`src/rtl/sobel_result_writer_pkg.sv`:
```
// Shared constants and encodings for the Sobel result writer.
// Frame geometry, derived pixel counts, RGB565 colours, state encodings.
// No logic; imported by the writer and its border address generator.
package sobel_result_writer_pkg;

   localparam int WIDTH  = 320;
   localparam int HEIGHT = 240;
   localparam int ADDR_W = 17;

   localparam int INTERIOR_PIXELS = (WIDTH - 2) * (HEIGHT - 2);
   localparam int BORDER_PIXELS   = 2 * WIDTH + 2 * (HEIGHT - 2);
   localparam int FRAME_PIXELS    = WIDTH * HEIGHT;

   // Counter widths: interior column index and accepted-pixel count
   localparam int X_W   = $clog2(WIDTH);
   localparam int CNT_W = $clog2(INTERIOR_PIXELS + 1);

   localparam logic [15:0] RGB565_BLACK = 16'h0000;
   localparam logic [15:0] RGB565_WHITE = 16'hFFFF;
   localparam logic [15:0] RGB565_RED   = 16'hF800;
   localparam logic [15:0] RGB565_GREEN = 16'h07E0;
   localparam logic [15:0] RGB565_BLUE  = 16'h001F;
   localparam logic [15:0] BORDER_COLOR = RGB565_BLACK;

   typedef enum logic [1:0] {
      ST_IDLE  = 2'd0,
      ST_RUN   = 2'd1,
      ST_FLUSH = 2'd2,
      ST_DONE  = 2'd3
   } state_e;

   typedef enum logic [1:0] {
      BP_TOP    = 2'd0,
      BP_BOTTOM = 2'd1,
      BP_SIDE   = 2'd2
   } bphase_e;

endpackage

```
`src/rtl/sobel_border_addr_gen.sv`:
```
// Walks the 1-pixel frame border: top row, bottom row, then left/right pairs per row.
// addr_o is the address of the next border write; it moves one cycle after advance_i.
// No backpressure; the caller only advances when it actually issues a write.
module sobel_border_addr_gen
   import sobel_result_writer_pkg::*;
(
   input  logic              clk,
   input  logic              rst_n,
   input  logic              clear_i,
   input  logic              advance_i,
   output logic [ADDR_W-1:0] addr_o,
   output logic              last_o
);

   bphase_e           phase_q;
   logic [X_W-1:0]    cnt_q;     // column in TOP/BOTTOM, row in SIDE
   logic              right_q;   // SIDE: 0 = left column next, 1 = right column next
   logic [ADDR_W-1:0] addr_q;

   // Step through the border order; side addresses move by WIDTH-1 then by 1
   always_ff @(posedge clk or negedge rst_n) begin
      if (!rst_n) begin
         phase_q <= BP_TOP;
         cnt_q   <= '0;
         right_q <= 1'b0;
         addr_q  <= '0;
      end else if (clear_i) begin
         phase_q <= BP_TOP;
         cnt_q   <= '0;
         right_q <= 1'b0;
         addr_q  <= '0;
      end else if (advance_i) begin
         case (phase_q)
            BP_TOP: begin
               if (cnt_q == X_W'(WIDTH - 1)) begin
                  phase_q <= BP_BOTTOM;
                  cnt_q   <= '0;
                  addr_q  <= ADDR_W'((HEIGHT - 1) * WIDTH);
               end else begin
                  cnt_q  <= cnt_q + X_W'(1);
                  addr_q <= addr_q + ADDR_W'(1);
               end
            end
            BP_BOTTOM: begin
               if (cnt_q == X_W'(WIDTH - 1)) begin
                  phase_q <= BP_SIDE;
                  cnt_q   <= X_W'(1);
                  right_q <= 1'b0;
                  addr_q  <= ADDR_W'(WIDTH);
               end else begin
                  cnt_q  <= cnt_q + X_W'(1);
                  addr_q <= addr_q + ADDR_W'(1);
               end
            end
            default: begin
               if (!right_q) begin
                  right_q <= 1'b1;
                  addr_q  <= addr_q + ADDR_W'(WIDTH - 1);
               end else begin
                  right_q <= 1'b0;
                  cnt_q   <= cnt_q + X_W'(1);
                  addr_q  <= addr_q + ADDR_W'(1);
               end
            end
         endcase
      end
   end

   assign addr_o = addr_q;
   assign last_o = (phase_q == BP_SIDE) && right_q && (cnt_q == X_W'(HEIGHT - 2));

endmodule

```
`src/rtl/sobel_result_writer.sv`:
```
// Writes the Sobel interior pixel stream plus a constant-colour border into the result frame buffer.
// Latency 1: a write issues the cycle after its pixel (or idle slot) is seen; frame_done one cycle after the final write.
// No backpressure: the stream always wins, border writes use idle cycles only, late pixels are dropped.
module sobel_result_writer
   import sobel_result_writer_pkg::*;
(
   input  logic              clk,
   input  logic              rst_n,
   input  logic              start,
   input  logic              in_valid,
   input  logic [15:0]       in_data,
   input  logic              src_done,
   output logic              wr_en,
   output logic [ADDR_W-1:0] wr_addr,
   output logic [15:0]       wr_data,
   output logic              busy,
   output logic              frame_done,
   output logic              err_underrun,
   output logic              err_overflow
);

   state_e            state_q;
   logic [X_W-1:0]    x_q;
   logic [ADDR_W-1:0] iaddr_q;
   logic [CNT_W-1:0]  pix_cnt_q;
   logic              bdone_q;
   logic              wr_en_q;
   logic [ADDR_W-1:0] wr_addr_q;
   logic [15:0]       wr_data_q;
   logic              busy_q;
   logic              frame_done_q;
   logic              err_underrun_q;
   logic              err_overflow_q;

   logic              int_last;
   logic              abort;
   logic              border_clear;
   logic              border_adv;
   logic [ADDR_W-1:0] b_addr;
   logic              b_last;

   // A pixel arriving together with src_done that completes the interior is not an underrun
   assign int_last     = in_valid && (pix_cnt_q == CNT_W'(INTERIOR_PIXELS - 1));
   assign abort        = (state_q == ST_RUN) && src_done && !int_last;
   assign border_clear = (state_q == ST_IDLE) && start;
   assign border_adv   = ((state_q == ST_RUN) || (state_q == ST_FLUSH)) &&
                         !in_valid && !bdone_q && !abort;

   sobel_border_addr_gen u_border (
      .clk       (clk),
      .rst_n     (rst_n),
      .clear_i   (border_clear),
      .advance_i (border_adv),
      .addr_o    (b_addr),
      .last_o    (b_last)
   );

   // Frame FSM with registered write port, status and error flags
   always_ff @(posedge clk or negedge rst_n) begin
      if (!rst_n) begin
         state_q        <= ST_IDLE;
         x_q            <= '0;
         iaddr_q        <= '0;
         pix_cnt_q      <= '0;
         bdone_q        <= 1'b0;
         wr_en_q        <= 1'b0;
         wr_addr_q      <= '0;
         wr_data_q      <= '0;
         busy_q         <= 1'b0;
         frame_done_q   <= 1'b0;
         err_underrun_q <= 1'b0;
         err_overflow_q <= 1'b0;
      end else begin
         wr_en_q      <= 1'b0;
         frame_done_q <= 1'b0;

         if (border_adv) begin
            wr_en_q   <= 1'b1;
            wr_addr_q <= b_addr;
            wr_data_q <= BORDER_COLOR;
            if (b_last) bdone_q <= 1'b1;
         end

         case (state_q)
            ST_IDLE: begin
               if (start) begin
                  state_q        <= ST_RUN;
                  busy_q         <= 1'b1;
                  x_q            <= X_W'(1);
                  iaddr_q        <= ADDR_W'(WIDTH + 1);
                  pix_cnt_q      <= '0;
                  bdone_q        <= 1'b0;
                  err_underrun_q <= 1'b0;
                  err_overflow_q <= 1'b0;
               end
            end
            ST_RUN: begin
               if (abort) begin
                  state_q        <= ST_IDLE;
                  busy_q         <= 1'b0;
                  err_underrun_q <= 1'b1;
               end else if (in_valid) begin
                  wr_en_q   <= 1'b1;
                  wr_addr_q <= iaddr_q;
                  wr_data_q <= in_data;
                  pix_cnt_q <= pix_cnt_q + CNT_W'(1);
                  // Skip the right border of this row and the left border of the next
                  if (x_q == X_W'(WIDTH - 2)) begin
                     x_q     <= X_W'(1);
                     iaddr_q <= iaddr_q + ADDR_W'(3);
                  end else begin
                     x_q     <= x_q + X_W'(1);
                     iaddr_q <= iaddr_q + ADDR_W'(1);
                  end
                  if (int_last) state_q <= bdone_q ? ST_DONE : ST_FLUSH;
               end
            end
            ST_FLUSH: begin
               if (in_valid) err_overflow_q <= 1'b1;
               if (border_adv && b_last) state_q <= ST_DONE;
            end
            default: begin
               if (in_valid) err_overflow_q <= 1'b1;
               frame_done_q <= 1'b1;
               busy_q       <= 1'b0;
               state_q      <= ST_IDLE;
            end
         endcase
      end
   end

   assign wr_en        = wr_en_q;
   assign wr_addr      = wr_addr_q;
   assign wr_data      = wr_data_q;
   assign busy         = busy_q;
   assign frame_done   = frame_done_q;
   assign err_underrun = err_underrun_q;
   assign err_overflow = err_overflow_q;

endmodule

```
`config.mk`:
```
export PLATFORM = sky130hd
export DESIGN_NAME = sobel_result_writer
export DESIGN_NICKNAME = d
export VERILOG_FILES = /design/src/rtl/sobel_result_writer_pkg.sv /design/src/rtl/sobel_border_addr_gen.sv /design/src/rtl/sobel_result_writer.sv
export SDC_FILE = /design/constraint.sdc
export NUM_CORES = 1
export LEC_CHECK = 0
export BUFFER_PORTS_ARGS = -buffer_cell sky130_fd_sc_hd__buf_2
export CAP_MARGIN = 15
export CORE_MARGIN = 10
export CORE_UTILIZATION = 45
export CTS_CLUSTER_DIAMETER = 50
export DETAILED_ROUTE_END_ITERATION = 10
export PLACE_DENSITY = 0.68
export SYNTH_ARGS = -nofsm -noshare
export SYNTH_HDL_FRONTEND = slang
export SYNTH_SLANG_ARGS = --single-unit
```
`constraint.sdc`:
```
create_clock -name clk -period 2 [get_ports clk]
set_input_delay 0.4 -clock clk [delete_from_list [all_inputs] [get_ports clk]]
set_output_delay 0.4 -clock clk [all_outputs]
set_load 0.05 [all_outputs]
```
# Word-level counts from Yosys, hierarchy flattened
# Index checks and enable logic that the tools add are counted.
[op_classes]
add_sub_neg = 7
eq_ne = 18
mux = 68
bitwise_logic = 2
reduce_logical = 31
[ops]
columns = ["op", "n"]
rows = [
  ["$mux W17", 16],
  ["$pmux W17 S2", 3],
  ["$mux W9", 9],
  ["$mux W16", 4],
  ["$add A17 B1 Y17 const B", 3],
  ["$pmux W9 S2", 2],
  ["$mux W1", 19],
  ["$add A9 B1 Y9 const B", 2],
  ["$eq A9 B9 Y1 const B", 2],
  ["$mux W2", 9],
  ["$add A17 B2 Y17 const B", 1],
  ["$add A17 B9 Y17 const B", 1],
  ["$eq A17 B17 Y1 const B", 1],
  ["$reduce_and A3 Y1", 4],
  ["$reduce_and A4 Y1", 3],
  ["$logic_and A1 B1 Y1", 10],
  ["$ne A2 B2 Y1 const B", 5],
  ["$eq A9 B8 Y1 const B", 1],
  ["$ne A3 B2 Y1 const B", 2],
  ["$ne A3 B3 Y1 const B", 2],
  ["$pmux W1 S2", 3],
  ["$pmux W2 S3", 1],
  ["$reduce_bool A2 Y1", 3],
  ["$eq A2 B1 Y1 const B", 2],
  ["12 further kinds", 18],
]
[word_totals]
register_bits = 113
in_bits = 21
out_inout_bits = 38
elab_cells = 142

# Logic depth before layout (Yosys ltp)
# Gate-level depths: netlist (run 1).
[depth]
depth_word = 10
ltp_mapped = 10
ltp_nobuf = 9

# Cells and area by module
# From an unflattened synthesis (run 1), not the netlist that was laid out.
[hier_totals]
hier_cells = 717
hier_area_um2 = 6616.3
[by_module_without_submodules]
columns = ["mod", "instances", "cells_per_inst", "area_each_um2", "seq_area_each_um2"]
rows = [
  ["sobel_result_writer", 1, 458, 4469.3, 2102.0],
  ["sobel_border_addr_gen", 1, 259, 2147.1, 725.7],
]

# Worst setup path after synthesis (run 1)
# No wires, ideal clock.
[synth_path]
kind = "register to register"
startpoint = "reg state_q[1]"
endpoint = "reg state_q[1]"
setup_time_ns = 0.125
arrival_time_ns = 2.087
t_required_ns = 1.875
path_slack_ns = -0.211
path_stages_with_launch = 9
path_buffers = 1
synth_period_minus_slack_ns = 2.211
path_cell_list = "dfrtp_1 inv_1 ha_1 a211oi_2 and2_1 buf_2 nand4_1 a221oi_2 mux2_2"
[synth_between]
elab_chain_cells = 8
word_cells_on_any_way = 18
classes_between = "eq/ne (6); mux (2); reduce/logical (10)"
[synth_rtl]
columns = ["element", "line_no", "rtl"]
rows = [
  ["start: declaration", "sobel_result_writer.sv:22", "state_e state_q;"],
  ["start signal: assignment", "sobel_result_writer.sv:115", "if (int_last) state_q <= bdone_q ? ST_DONE : ST_FLUSH;"],
  ["$eq A2 B1 Y1 / $eq A2 B2 Y1 (equally long branches)", "sobel_result_writer.sv:44, sobel_result_writer.sv:46, sobel_result_writer.sv:84", ""],
  ["$logic_or A1 B1 Y1 / $logic_and A1 B1 Y1 (equally long branches)", "sobel_result_writer.sv:46, sobel_result_writer.sv:44", ""],
  ["$logic_and A1 B1 Y1, on equally long branches", "sobel_result_writer.sv:46, sobel_result_writer.sv:44", ""],
  ["$logic_and A1 B1 Y1 / $logic_not A1 Y1 (equally long branches)", "sobel_result_writer.sv:47", "!in_valid && !bdone_q && !abort;"],
  ["$logic_and A1 B1 Y1", "sobel_result_writer.sv:47", ""],
  ["$logic_and A1 B1 Y1", "sobel_result_writer.sv:120", "if (border_adv && b_last) state_q <= ST_DONE;"],
  ["$ne A2 B1 Y1 (no line)", "n/a", ""],
  ["$reduce_and A4 Y1 (no line)", "n/a", ""],
]
# Parallel ways exist; a longest one is shown, timed or not.
# A chain may end at the register's enable or synchronous reset.

# Worst setup path in the final report (run 1)
[layout_path]
startpoint = "reg state_q[1]"
endpoint = "reg pix_cnt_q[12]"
[layout_between]
elab_chain_cells = 5
word_cells_on_any_way = 10
classes_between = "eq/ne (4); mux (1); reduce/logical (5)"
[layout_rtl]
columns = ["element", "line_no", "rtl"]
rows = [
  ["$eq A2 B1 Y1", "sobel_result_writer.sv:44, sobel_result_writer.sv:84", ""],
  ["$logic_and A1 B1 Y1 (2 in a row)", "sobel_result_writer.sv:44", "assign abort = (state_q == ST_RUN) && src_done && !int_last;"],
  ["$ne A2 B2 Y1 (no line)", "n/a", ""],
  ["$reduce_and A4 Y1 (no line)", "n/a", ""],
  ["end signal: assignment", "sobel_result_writer.sv:106", "pix_cnt_q <= pix_cnt_q + CNT_W'(1);"],
  ["end: declaration", "sobel_result_writer.sv:25", "logic [CNT_W-1:0] pix_cnt_q;"],
]
# Parallel ways exist; a longest one is shown, timed or not.

==> results of run 1 <==
[kinds of logic (layout without fill, tap and decap cells)]
kind of cell	count (synthesis)	after routing	synth area share
muxes	21	21	0.0340
adders and majority gates	13	13	0.0269
xor gates and xnor gates	5	5	0.00691
DFF	113	113	0.446
and+or+nand+nor	299	299	0.244
AOI/OAI and AO/OA	203	203	0.200
buffers and inverters	62	244	0.0419
[flip-flops by register name, summed over array words and instances (netlist names), 2 cells and up]
| signal | flops |
|---|---|
| wr_data | 16 |
| wr_addr | 17 |
| u_border.addr_o | 17 |
| u_border.cnt_q | 9 |
| u_border.phase_q | 2 |
| iaddr_q | 17 |
| state_q | 2 |
| x_q | 9 |
| pix_cnt_q | 17 |
[repair_timing]
item	4_1_cts	5_1_grt
endpoints found under the setup margin	59	74
resized for setup	22	111
gates cloned	2	3
hold buffers	1	0
hold endpoints to repair	29	0
setup buffers	6	9
pin swaps	18	35
[placed cells by master (no fill, tap or decap), types with 17 or more instances in the layout]
master                      Yosys  layout
sky130_fd_sc_hd__a21oi_1       48      33
sky130_fd_sc_hd__buf_2         14      57
sky130_fd_sc_hd__buf_4          0     112
sky130_fd_sc_hd__clkbuf_16      0      20
sky130_fd_sc_hd__dfrtp_1      113     110
sky130_fd_sc_hd__nand2_1      112     103
sky130_fd_sc_hd__nand3_1       29      26
sky130_fd_sc_hd__nand4_1       17      17
sky130_fd_sc_hd__nor2_1        42      39
sky130_fd_sc_hd__o21ai_0       72      51
[power groups by stage]
stage,Sequential (uW),Combinational [uW],Clock [uW]
final,2960,5730,3530
after global routing,3010,6080,3680
after CTS,2950,5050,3560
after detailed placement,2980,4600,0
after global placement,2960,4480,0
after floorplan,3730,2080,0
[tightest hold or removal path: stages]
cell	delay, ns
sky130_fd_sc_hd__buf_2	0.07
sky130_fd_sc_hd__nand2_1	0.03
sky130_fd_sc_hd__o21ai_0	0.06
[metal layers]
layer  vias to the layer above  track usage
met5                         -            0
met4                         0       0.0851
met3                        49       0.0363
met2                       205        0.317
met1                      3124        0.222
li1                       2966            -
[area by class of cell]
cell class / count / area, um2 / share of cell area
clock buffer: 24 / 522 / 0.0577
clock inverter: 8 / 170 / 0.0188
inverter: 17 / 63.8 / 0.00705
multi-input combinational: 541 / 3680 / 0.406
sequential: 113 / 2830 / 0.313
tap: 180 / 225 / 0.0249
timing repair buffer: 195 / 1560 / 0.172
[stage by stage]
stage | power [uW] | hold WS (ns)
2_1_floorplan | 5820 | 0.104
5_1_grt | 12800 | 0.192
3_3_place_gp | 7450 | 0.381
4_1_cts | 11600 | 0.178
6_report | 12200 | 0.187
3_5_place_dp | 7570 | 0.384
[worst max path at each step]
| stage | to | slack (ns) | cells after the start |
|---|---|---|---|
| final | pix_cnt_q[12] | -0.14 | 8 |
| after global routing | iaddr_q[5] | -0.21 | 10 |
| after CTS | iaddr_q[13] | -0.08 | 10 |
| after detailed placement | pix_cnt_q[16] | -0.21 | 8 |
| after global placement | iaddr_q[9] | -0.14 | 8 |
| after floorplan | state_q[1] | -0.10 | 8 |
==> impl_metrics.py, run 1 <==
metrics = {
    "synth": {
        "mean_cell_area_of_the_mapped_netlist_um2": 8.85,
        "synth_largest_area_cell": "sky130_fd_sc_hd__dfrtp_1",
        "ys_seq_area_frac": 0.446,
        "synthesis.yosys.warnings": 0,
        "synth-edff-count": 0,
        "yosys.cell_count.top_type": "sky130_fd_sc_hd__dfrtp_1",
        "synth_cell_type_count": 69,
        "postSynthRegisterBits": 113,
        "syn-cell-area_mm2": 0.00634,
        "synth.top_cell.area_share": 0.446,
        "yosys_most_used_dff": "sky130_fd_sc_hd__dfrtp_1",
        "asyncSetResetFlopFracSynth": 1.00,
        "syn-num-nets": 750,
        "synthCells": 716,
        "synthTopCellsByArea": "sky130_fd_sc_hd__dfrtp_1 45%, sky130_fd_sc_hd__nand2_1 6.6%, sky130_fd_sc_hd__o21ai_0 5.7%",
        "yosys-top-cells-count": "113 x sky130_fd_sc_hd__dfrtp_1, 112 x sky130_fd_sc_hd__nand2_1, 72 x sky130_fd_sc_hd__o21ai_0, 48 x sky130_fd_sc_hd__a21oi_1, 42 x sky130_fd_sc_hd__nor2_1",
    },
    "place": {
        "port-buffer-count": 58,
        "count_of_placed_standard_cells_including_taps": 1026,
        "dp_hpwl_um": 13200,
        "post_place_instance_area_mm2": 0.00766,
        "gp_congestion": 0.922,
        "pre_cts_slack_ns": -0.215,
    },
    "cts": {
        "cts.sink_count": 113,
        "clk_latency_ns": 0.42,
        "clock-root-buffer": "sky130_fd_sc_hd__clkbuf_16",
        "clockBufferDepth": 2,
        "htreeDepth": 4,
        "total_clock_buffers_created_by_cts": 17,
        "cts_tree": "yes",
        "clk_pin_slew_worst_paths_ns": 0.05,
    },
    "final_layout": {
        "final_core_util": 0.654,
        "num-nets-final": 919,
        "layout_cell_share_with_drive_strength_beyond_1": 0.364,
        "insertedDiodeCount": 0,
        "finish.cell_count_without_fillers": 1078,
        "finalInstanceArea_mm2": 0.00905,
        "area_growth_syn_to_layout_pct": 42.8,
        "fillCellCount": 1072,
    },
    "setup_path": {
        "endpoint_kind": "register",
        "critical_path.max_fanout": 5,
        "cp.buffers_inverters": 3,
        "crit_path_required_time_ns": 2.35,
        "slack_of_the_worst_reg_to_reg_path_ns": -0.14,
        "cp_data_arrival_time_ns": 2.49,
        "reg2reg_from": "state_q[1]",
        "crit_start": "state_q[1]",
        "crit_path_cell_trace": "inv_2 > ha_4 > mux2_4 > buf_6 > a41oi_4 > clkbuf_16 > or4_4 > a21oi_2",
        "crit-reg2reg-capture": "pix_cnt_q[12]",
        "cp_top_family": "simple AND/OR/NAND/NOR gates",
        "reg2regPathDepth": 8,
        "worst_path_max_delay_cell": "sky130_fd_sc_hd__or4_4",
        "critical_path_class": "register to register",
        "max_stage_delay_ns": 0.50,
        "cp_launch_type": "register",
    },
    "sta": {
        "clock_skew_ns": 0.0109,
        "setup_total_negative_slack_ns": -2.21,
        "rsz_0062_raised_after_global_routing": "yes",
        "report.final.hold_viol_count": 0,
        "post-route-worst-setup-slack_ns": -0.142,
        "achievable-frequency_mhz": 467,
        "slew_headroom": 0.686,
        "worst_max_slew_pin_slew_ns": 0.472,
        "drv_slew": 0,
        "fin_crit_sh": 1.07,
        "post-route-min-period_ns": 2.14,
        "report.final.setup_viol": 38,
    },
    "pwr": {
        "power_switching_uw": 4720,
        "cellLeakagePower_uw": 0.00400,
        "pwr-share-clk": 0.289,
        "power.density_mw_per_mm2": 1350,
        "power.share.sequential": 0.242,
        "irDropWorstVdd_mv": 0.657,
        "power.combinational.fraction": 0.469,
        "power.switching_fraction": 0.387,
        "p_int_uw": 7490,
    },
    "outcome": {
        "run_status": "complete, but fails checks",
        "failed_checks": "setup timing",
    },
    "floorplanning": {
        "top_level_ports": 59,
        "chipWidth_um": 139,
        "die-height_um": 139,
        "coreArea_mm2": 0.0138,
        "row_count": 43,
        "fp.dieArea_mm2": 0.0192,
        "initial_core_util": 0.458,
    },
    "detailed_routing": {
        "via_per_inst": 5.88,
        "met2_routed_wirelength_um": 9950,
        "postRouteAntennaNets": 0,
        "drt_iter0_drc": 487,
        "num_vias": 6344,
        "post_drt_wl_per_cell_um": 17.9,
        "met3WireLength_um": 846,
        "highest_layer": "met4",
        "remaining_drc_errors": 0,
        "drt-pass1-iter-count": 5,
        "post_route_met1_wirelength_um": 7990,
        "route.final.wire_length_um": 19300,
    },
    "worst_hold_path": {
        "timing.hold.worst_path_depth": 3,
        "hold-path-endpoint": "wr_data[1]",
        "hold_start": "in_data[1]",
        "worstHoldPathType": "input pin to register",
    },
    "global_routing": {
        "pin_count_of_the_biggest_net_entering_global_routing": 53,
        "grt.total_usage": 0.186,
        "grt_pass1_wl_um": 30400,
        "antenna_violations_before_repair": 0,
        "grt_overflow": 0,
        "first_global_vias": 6224,
    },
    "run": {
        "max-cap-violations": 0,
    },
}
Power figures use the tool's default switching activity.
==> inputs of run 2 (changes only) <==
--- a/config.mk
+++ b/config.mk
@@ -10,8 +10,9 @@
 export CORE_MARGIN = 10
 export CORE_UTILIZATION = 45
 export CTS_CLUSTER_DIAMETER = 50
+export CTS_CLUSTER_SIZE = 40
 export DETAILED_ROUTE_END_ITERATION = 10
-export PLACE_DENSITY = 0.68
+export PLACE_DENSITY_LB_ADDON = 0.1
 export SYNTH_ARGS = -nofsm -noshare
 export SYNTH_HDL_FRONTEND = slang
 export SYNTH_SLANG_ARGS = --single-unit
==> run 2 against run 1 <==
Against the previous run:
- the flow still finishes with violations (setup timing)
- critical path type unchanged
- register-to-register slack better by 0.03 ns
- sequential cell count did not move
- clock skew hardly changed
- non-clock buffer count grew 15
- first-iteration DRC count increased by 26%
- combinational power rose by 6.6%
==> impl_metrics.py, run 2 (synthesis gave the netlist of run 1 again) <==
metrics = {
    "cts": {
        "htreeDepth": 4,
        "clockBufferDepth": 2,
        "cts_tree": "yes",
        "clk_pin_slew_worst_paths_ns": 0.05,
        "cts.sink_count": 113,
        "total_clock_buffers_created_by_cts": 17,
        "clock-root-buffer": "sky130_fd_sc_hd__clkbuf_16",
        "clk_latency_ns": 0.42,
    },
    "detailed_routing": {
        "remaining_drc_errors": 0,
        "postRouteAntennaNets": 0,
        "num_vias": 6315,
        "drt_iter0_drc": 616,
        "route.final.wire_length_um": 19300,
        "drt-pass1-iter-count": 5,
        "via_per_inst": 5.79,
        "post_drt_wl_per_cell_um": 17.7,
    },
    "final_layout": {
        "finish.cell_count_without_fillers": 1091,
        "layout_cell_share_with_drive_strength_beyond_1": 0.375,
        "insertedDiodeCount": 0,
        "fillCellCount": 1067,
        "area_growth_syn_to_layout_pct": 44.3,
        "finalInstanceArea_mm2": 0.00915,
        "num-nets-final": 934,
        "mostFrequentLayoutCells": "118 x sky130_fd_sc_hd__buf_4, 112 x sky130_fd_sc_hd__dfrtp_1, 106 x sky130_fd_sc_hd__nand2_1",
        "layout_commonest_cell": "sky130_fd_sc_hd__buf_4",
    },
    "global_routing": {
        "grt.total_usage": 0.185,
        "first_global_vias": 6027,
        "antenna_violations_before_repair": 0,
        "pin_count_of_the_biggest_net_entering_global_routing": 56,
        "grt_overflow": 0,
        "grt_pass1_wl_um": 30100,
    },
    "sta": {
        "fin_crit_sh": 1.06,
        "final.hold.worst_slack_ns": 0.188,
        "drv_slew": 0,
        "clock_skew_ns": 0.0110,
        "report.final.hold_viol_count": 0,
        "post-route-worst-setup-slack_ns": -0.115,
        "setup_total_negative_slack_ns": -2.81,
        "post-route-min-period_ns": 2.11,
        "achievable-frequency_mhz": 473,
        "slew_headroom": 0.564,
        "report.final.setup_viol": 43,
        "rsz_0062_raised_after_global_routing": "yes",
        "worst_max_slew_pin_slew_ns": 0.653,
    },
    "place": {
        "post_place_instance_area_mm2": 0.00766,
        "port-buffer-count": 58,
        "count_of_placed_standard_cells_including_taps": 1030,
        "dp_hpwl_um": 13100,
        "gp_congestion": 0.937,
    },
    "floorplanning": {
        "initial_core_util": 0.458,
        "top_level_ports": 59,
        "fp.dieArea_mm2": 0.0192,
        "row_count": 43,
        "chipWidth_um": 139,
        "coreArea_mm2": 0.0138,
        "die-height_um": 139,
    },
    "pwr": {
        "irDropWorstVdd_mv": 0.756,
        "power.density_mw_per_mm2": 1300,
        "cellLeakagePower_uw": 0.00406,
    },
    "setup_path": {
        "cp_data_arrival_time_ns": 2.44,
        "critical_path.max_fanout": 8,
        "cp_launch_type": "register",
        "endpoint_kind": "register",
        "critical_path_class": "register to register",
        "crit_path_required_time_ns": 2.33,
    },
    "outcome": {
        "failed_checks": "setup timing",
        "run_status": "complete, but fails checks",
    },
    "worst_hold_path": {
        "worstHoldPathType": "input pin to register",
    },
    "run": {
        "max-cap-violations": 0,
    },
}
[run 2: stage by stage]
step | utilization | setup WS (ns) | power, uW
6_report | 0.661 | -0.115 | 11900
5_1_grt | 0.661 | -0.231 | 12500
4_1_cts | 0.616 | -0.110 | 11000
3_5_place_dp | 0.554 | -0.218 | 7580
3_3_place_gp | 0.554 | -0.142 | 7470
2_1_floorplan | - | -0.104 | 5820
[run 2: worst max-delay path, stage by stage, from the launching register on]
cell                        delay (ns)
sky130_fd_sc_hd__dfrtp_1          0.39
sky130_fd_sc_hd__buf_6            0.13
sky130_fd_sc_hd__ha_4             0.17
sky130_fd_sc_hd__mux2_4           0.28
sky130_fd_sc_hd__a21boi_4         0.16
sky130_fd_sc_hd__a41oi_4          0.40
sky130_fd_sc_hd__buf_6            0.17
sky130_fd_sc_hd__clkbuf_16        0.15
sky130_fd_sc_hd__nand2_1          0.09
sky130_fd_sc_hd__o221ai_2         0.08
[run 2: path summary, 6_finish.rpt]
kind	start	endpoint	slack, ns	depth (start not counted)
worst max-delay path	state_q[0]	x_q[8]	-0.11	9
worst min register to register	err_overflow	err_overflow	0.51	1
worst max register to register	state_q[0]	x_q[8]	-0.11	9
max in group asynchronous	rst_n	wr_addr[4]	0.93	3
min in group asynchronous	rst_n	u_border.cnt_q[0]	0.46	2
worst min-delay path	in_data[13]	wr_data[13]	0.19	3
[run 2: cell type report]
| type | count | area, um2 | area share |
|---|---|---|---|
| inverters | 17 | 63.8 | 0.00698 |
| repair buffers | 210 | 1720 | 0.188 |
| well taps | 180 | 225 | 0.0246 |
| flip-flops and latches | 113 | 2830 | 0.309 |
| multi-input cells | 541 | 3760 | 0.411 |
| clock inverters | 7 | 85.1 | 0.00930 |
| clock buffers | 23 | 468 | 0.0512 |
[run 2: per-layer routing]
metal | vias to the layer above | track usage | wire (um)
li1 | 3004 | - | -
met1 | 3098 | 0.225 | 8070
met2 | 176 | 0.321 | 10100
met5 | - | 0 | 0
met3 | 37 | 0.0438 | 815
met4 | 0 | 0.0500 | 375
[run 2: timing repair]
action | in CTS | in global routing
pin swaps | 16 | 58
hold buffers | 1 | 0
setup endpoints to repair | 73 | 91
buffers inserted | 12 | 13
endpoints found under the hold margin | 27 | 0
cloned | 2 | 7
resized for setup | 43 | 116
[run 2: power by group]
group,switching [uW],internal (uW)
logic,3480,2640
clock network,998,1870
registers,280,2670
total,4750,7180
==> inputs of run 3 (changes only) <==
--- a/config.mk
+++ b/config.mk
@@ -8,7 +8,7 @@
 export BUFFER_PORTS_ARGS = -buffer_cell sky130_fd_sc_hd__buf_2
 export CAP_MARGIN = 15
 export CORE_MARGIN = 10
-export CORE_UTILIZATION = 45
+export CORE_UTILIZATION = 54
 export CTS_CLUSTER_DIAMETER = 50
 export CTS_CLUSTER_SIZE = 40
 export DETAILED_ROUTE_END_ITERATION = 10
==> run 3 against run 2 <==
Against the previous run:
- the flow still finishes with violations (setup timing)
- clock-buffer cell count did not move
- critical path depth stayed put
- via count down 0.52%
- worst setup slack lost 0.044 ns
- wire length up 0.59%
==> impl_metrics.py, run 3 (synthesis gave the netlist of run 1 again) <==
metrics = {
    "floorplanning": {
        "chipWidth_um": 128,
        "top_level_ports": 59,
        "fp.dieArea_mm2": 0.0165,
        "row_count": 39,
        "die-height_um": 128,
        "coreArea_mm2": 0.0115,
        "initial_core_util": 0.553,
    },
    "detailed_routing": {
        "route.final.wire_length_um": 19500,
        "via_per_inst": 6.09,
        "drt_iter0_drc": 711,
        "remaining_drc_errors": 0,
        "drt-pass1-iter-count": 5,
        "num_vias": 6282,
        "post_drt_wl_per_cell_um": 18.9,
        "postRouteAntennaNets": 0,
    },
    "sta": {
        "drv_slew": 0,
        "slew_headroom": 0.549,
        "fin_crit_sh": 1.08,
        "post-route-worst-setup-slack_ns": -0.158,
        "post-route-min-period_ns": 2.16,
        "achievable-frequency_mhz": 463,
        "rsz_0062_raised_after_global_routing": "yes",
        "report.final.hold_viol_count": 0,
        "clock_skew_ns": 0.00842,
        "worst_max_slew_pin_slew_ns": 0.676,
        "report.final.setup_viol": 45,
    },
    "final_layout": {
        "area_growth_syn_to_layout_pct": 36.5,
        "mostFrequentLayoutCells": "113 x sky130_fd_sc_hd__dfrtp_1, 107 x sky130_fd_sc_hd__nand2_1, 105 x sky130_fd_sc_hd__buf_4",
        "multi_input_gate_area_in_the_final_layout_mm2": 0.00356,
        "finalInstanceArea_mm2": 0.00865,
        "layout_commonest_cell": "sky130_fd_sc_hd__dfrtp_1",
        "sequential_cell_area_in_the_final_layout_mm2": 0.00283,
        "layout_cell_share_with_drive_strength_beyond_1": 0.321,
        "fillCellCount": 803,
        "final_core_util": 0.754,
        "insertedDiodeCount": 0,
        "finish.cell_count_without_fillers": 1031,
        "num-nets-final": 909,
    },
    "global_routing": {
        "grt_overflow": 0,
        "pin_count_of_the_biggest_net_entering_global_routing": 69,
        "first_global_vias": 6036,
        "grt_pass1_wl_um": 30400,
        "grt.total_usage": 0.227,
        "antenna_violations_before_repair": 0,
    },
    "place": {
        "port-buffer-count": 58,
        "gp_congestion": 0.991,
        "post_place_instance_area_mm2": 0.00750,
        "dp_hpwl_um": 12700,
        "count_of_placed_standard_cells_including_taps": 979,
    },
    "setup_path": {
        "crit-reg2reg-capture": "iaddr_q[16]",
        "critical_path.max_fanout": 6,
        "cp_launch_type": "register",
        "reg2reg_from": "state_q[0]",
        "reg2regPathDepth": 9,
        "worst_setup_endpoint": "iaddr_q[16]",
        "slack_of_the_worst_reg_to_reg_path_ns": -0.16,
        "cp_data_arrival_time_ns": 2.51,
        "endpoint_kind": "register",
        "crit_path_required_time_ns": 2.35,
        "crit_start": "state_q[0]",
        "critical_path_class": "register to register",
    },
    "pwr": {
        "power.combinational.fraction": 0.485,
        "pwr-share-clk": 0.255,
        "power_switching_uw": 4620,
        "power.density_mw_per_mm2": 1310,
        "cellLeakagePower_uw": 0.00386,
        "power.share.sequential": 0.260,
        "p_int_uw": 6740,
        "totalPowerFinal_uw": 11400,
        "power.switching_fraction": 0.407,
        "irDropWorstVdd_mv": 0.993,
    },
    "cts": {
        "cts_tree": "yes",
        "cts.sink_count": 113,
        "clk_pin_slew_worst_paths_ns": 0.06,
        "clock-root-buffer": "sky130_fd_sc_hd__clkbuf_16",
        "htreeDepth": 4,
        "total_clock_buffers_created_by_cts": 17,
        "clk_latency_ns": 0.42,
        "clockBufferDepth": 2,
    },
    "worst_hold_path": {
        "hold_start": "in_data[11]",
        "timing.hold.worst_path_depth": 3,
        "worstHoldPathType": "input pin to register",
    },
    "outcome": {
        "failed_checks": "setup timing",
        "run_status": "complete, but fails checks",
    },
    "run": {
        "max-cap-violations": 0,
    },
}
==> run 3: cell types whose count changed in the layout (fill, tap and decap cells not counted), sizes merged <==
cell      change
bufinv        -1
clkinvlp      +3
buf          -22
clkbuf        -3
==> run 3: final cells by class <==
type	count	area share
Sequential cell	113	0.327
Multi-Input combinational cell	541	0.412
Inverter	17	0.00738
Clock buffer	23	0.0564
Timing Repair Buffer	185	0.167
Tap cell	143	0.0207
Clock inverter	9	0.00941
==> run 3: power groups by stage <==
| stage | Combinational [uW] | Sequential [uW] | Clock [uW] |
|---|---|---|---|
| after global routing | 5880 | 3000 | 3030 |
| after CTS | 4980 | 2940 | 2920 |
| after floorplan | 2080 | 3730 | 0 |
| after global placement | 4340 | 2950 | 0 |
| after detailed placement | 4440 | 2960 | 0 |
| final | 5510 | 2950 | 2890 |
==> run 3: what timing repair did <==
item                                   CTS  global route
gates cloned                             1             4
gates resized for setup                 42            55
pin swaps                                8            11
hold buffers                             1             0
endpoints found under the hold margin    9             0
buffers inserted                        12             2
setup endpoints to repair               49            89
==> run 3: worst min path at each step <==
stage	endpoint
after global placement	u_border.cnt_q[1]
after detailed placement	u_border.cnt_q[1]
after floorplan	bdone_q
after global routing	wr_data[8]
after CTS	wr_data[8]
final	wr_data[11]
==> run 3: metrics by stage <==
step	setup slack, ns	TNS [ns]	hold slack (ns)
2_1_floorplan	-0.104	-0.707	0.104
3_3_place_gp	-0.117	-1.35	0.259
3_5_place_dp	-0.212	-3.22	0.257
4_1_cts	-0.0866	-0.593	0.173
5_1_grt	-0.201	-6.74	0.183
6_report	-0.158	-3.06	0.184
==> run 3: metal layers <==
metal	part of all wire	GRT usage	vias up
met3	0.050	0.0488	53
met4	0.027	0.0762	0
met1	0.41	0.277	3062
met5	0	0	-
met2	0.51	0.389	205
li1	-	-	2962
==> run 3: critical path, stage by stage (launching register included) <==
cell                      delay [ns]
sky130_fd_sc_hd__dfrtp_1        0.41
sky130_fd_sc_hd__buf_6          0.13
sky130_fd_sc_hd__ha_4           0.17
sky130_fd_sc_hd__mux2_4         0.18
sky130_fd_sc_hd__buf_4          0.14
sky130_fd_sc_hd__and3_4         0.22
sky130_fd_sc_hd__a31oi_2        0.12
sky130_fd_sc_hd__buf_4          0.17
sky130_fd_sc_hd__or4_1          0.46
sky130_fd_sc_hd__o21ai_1        0.09
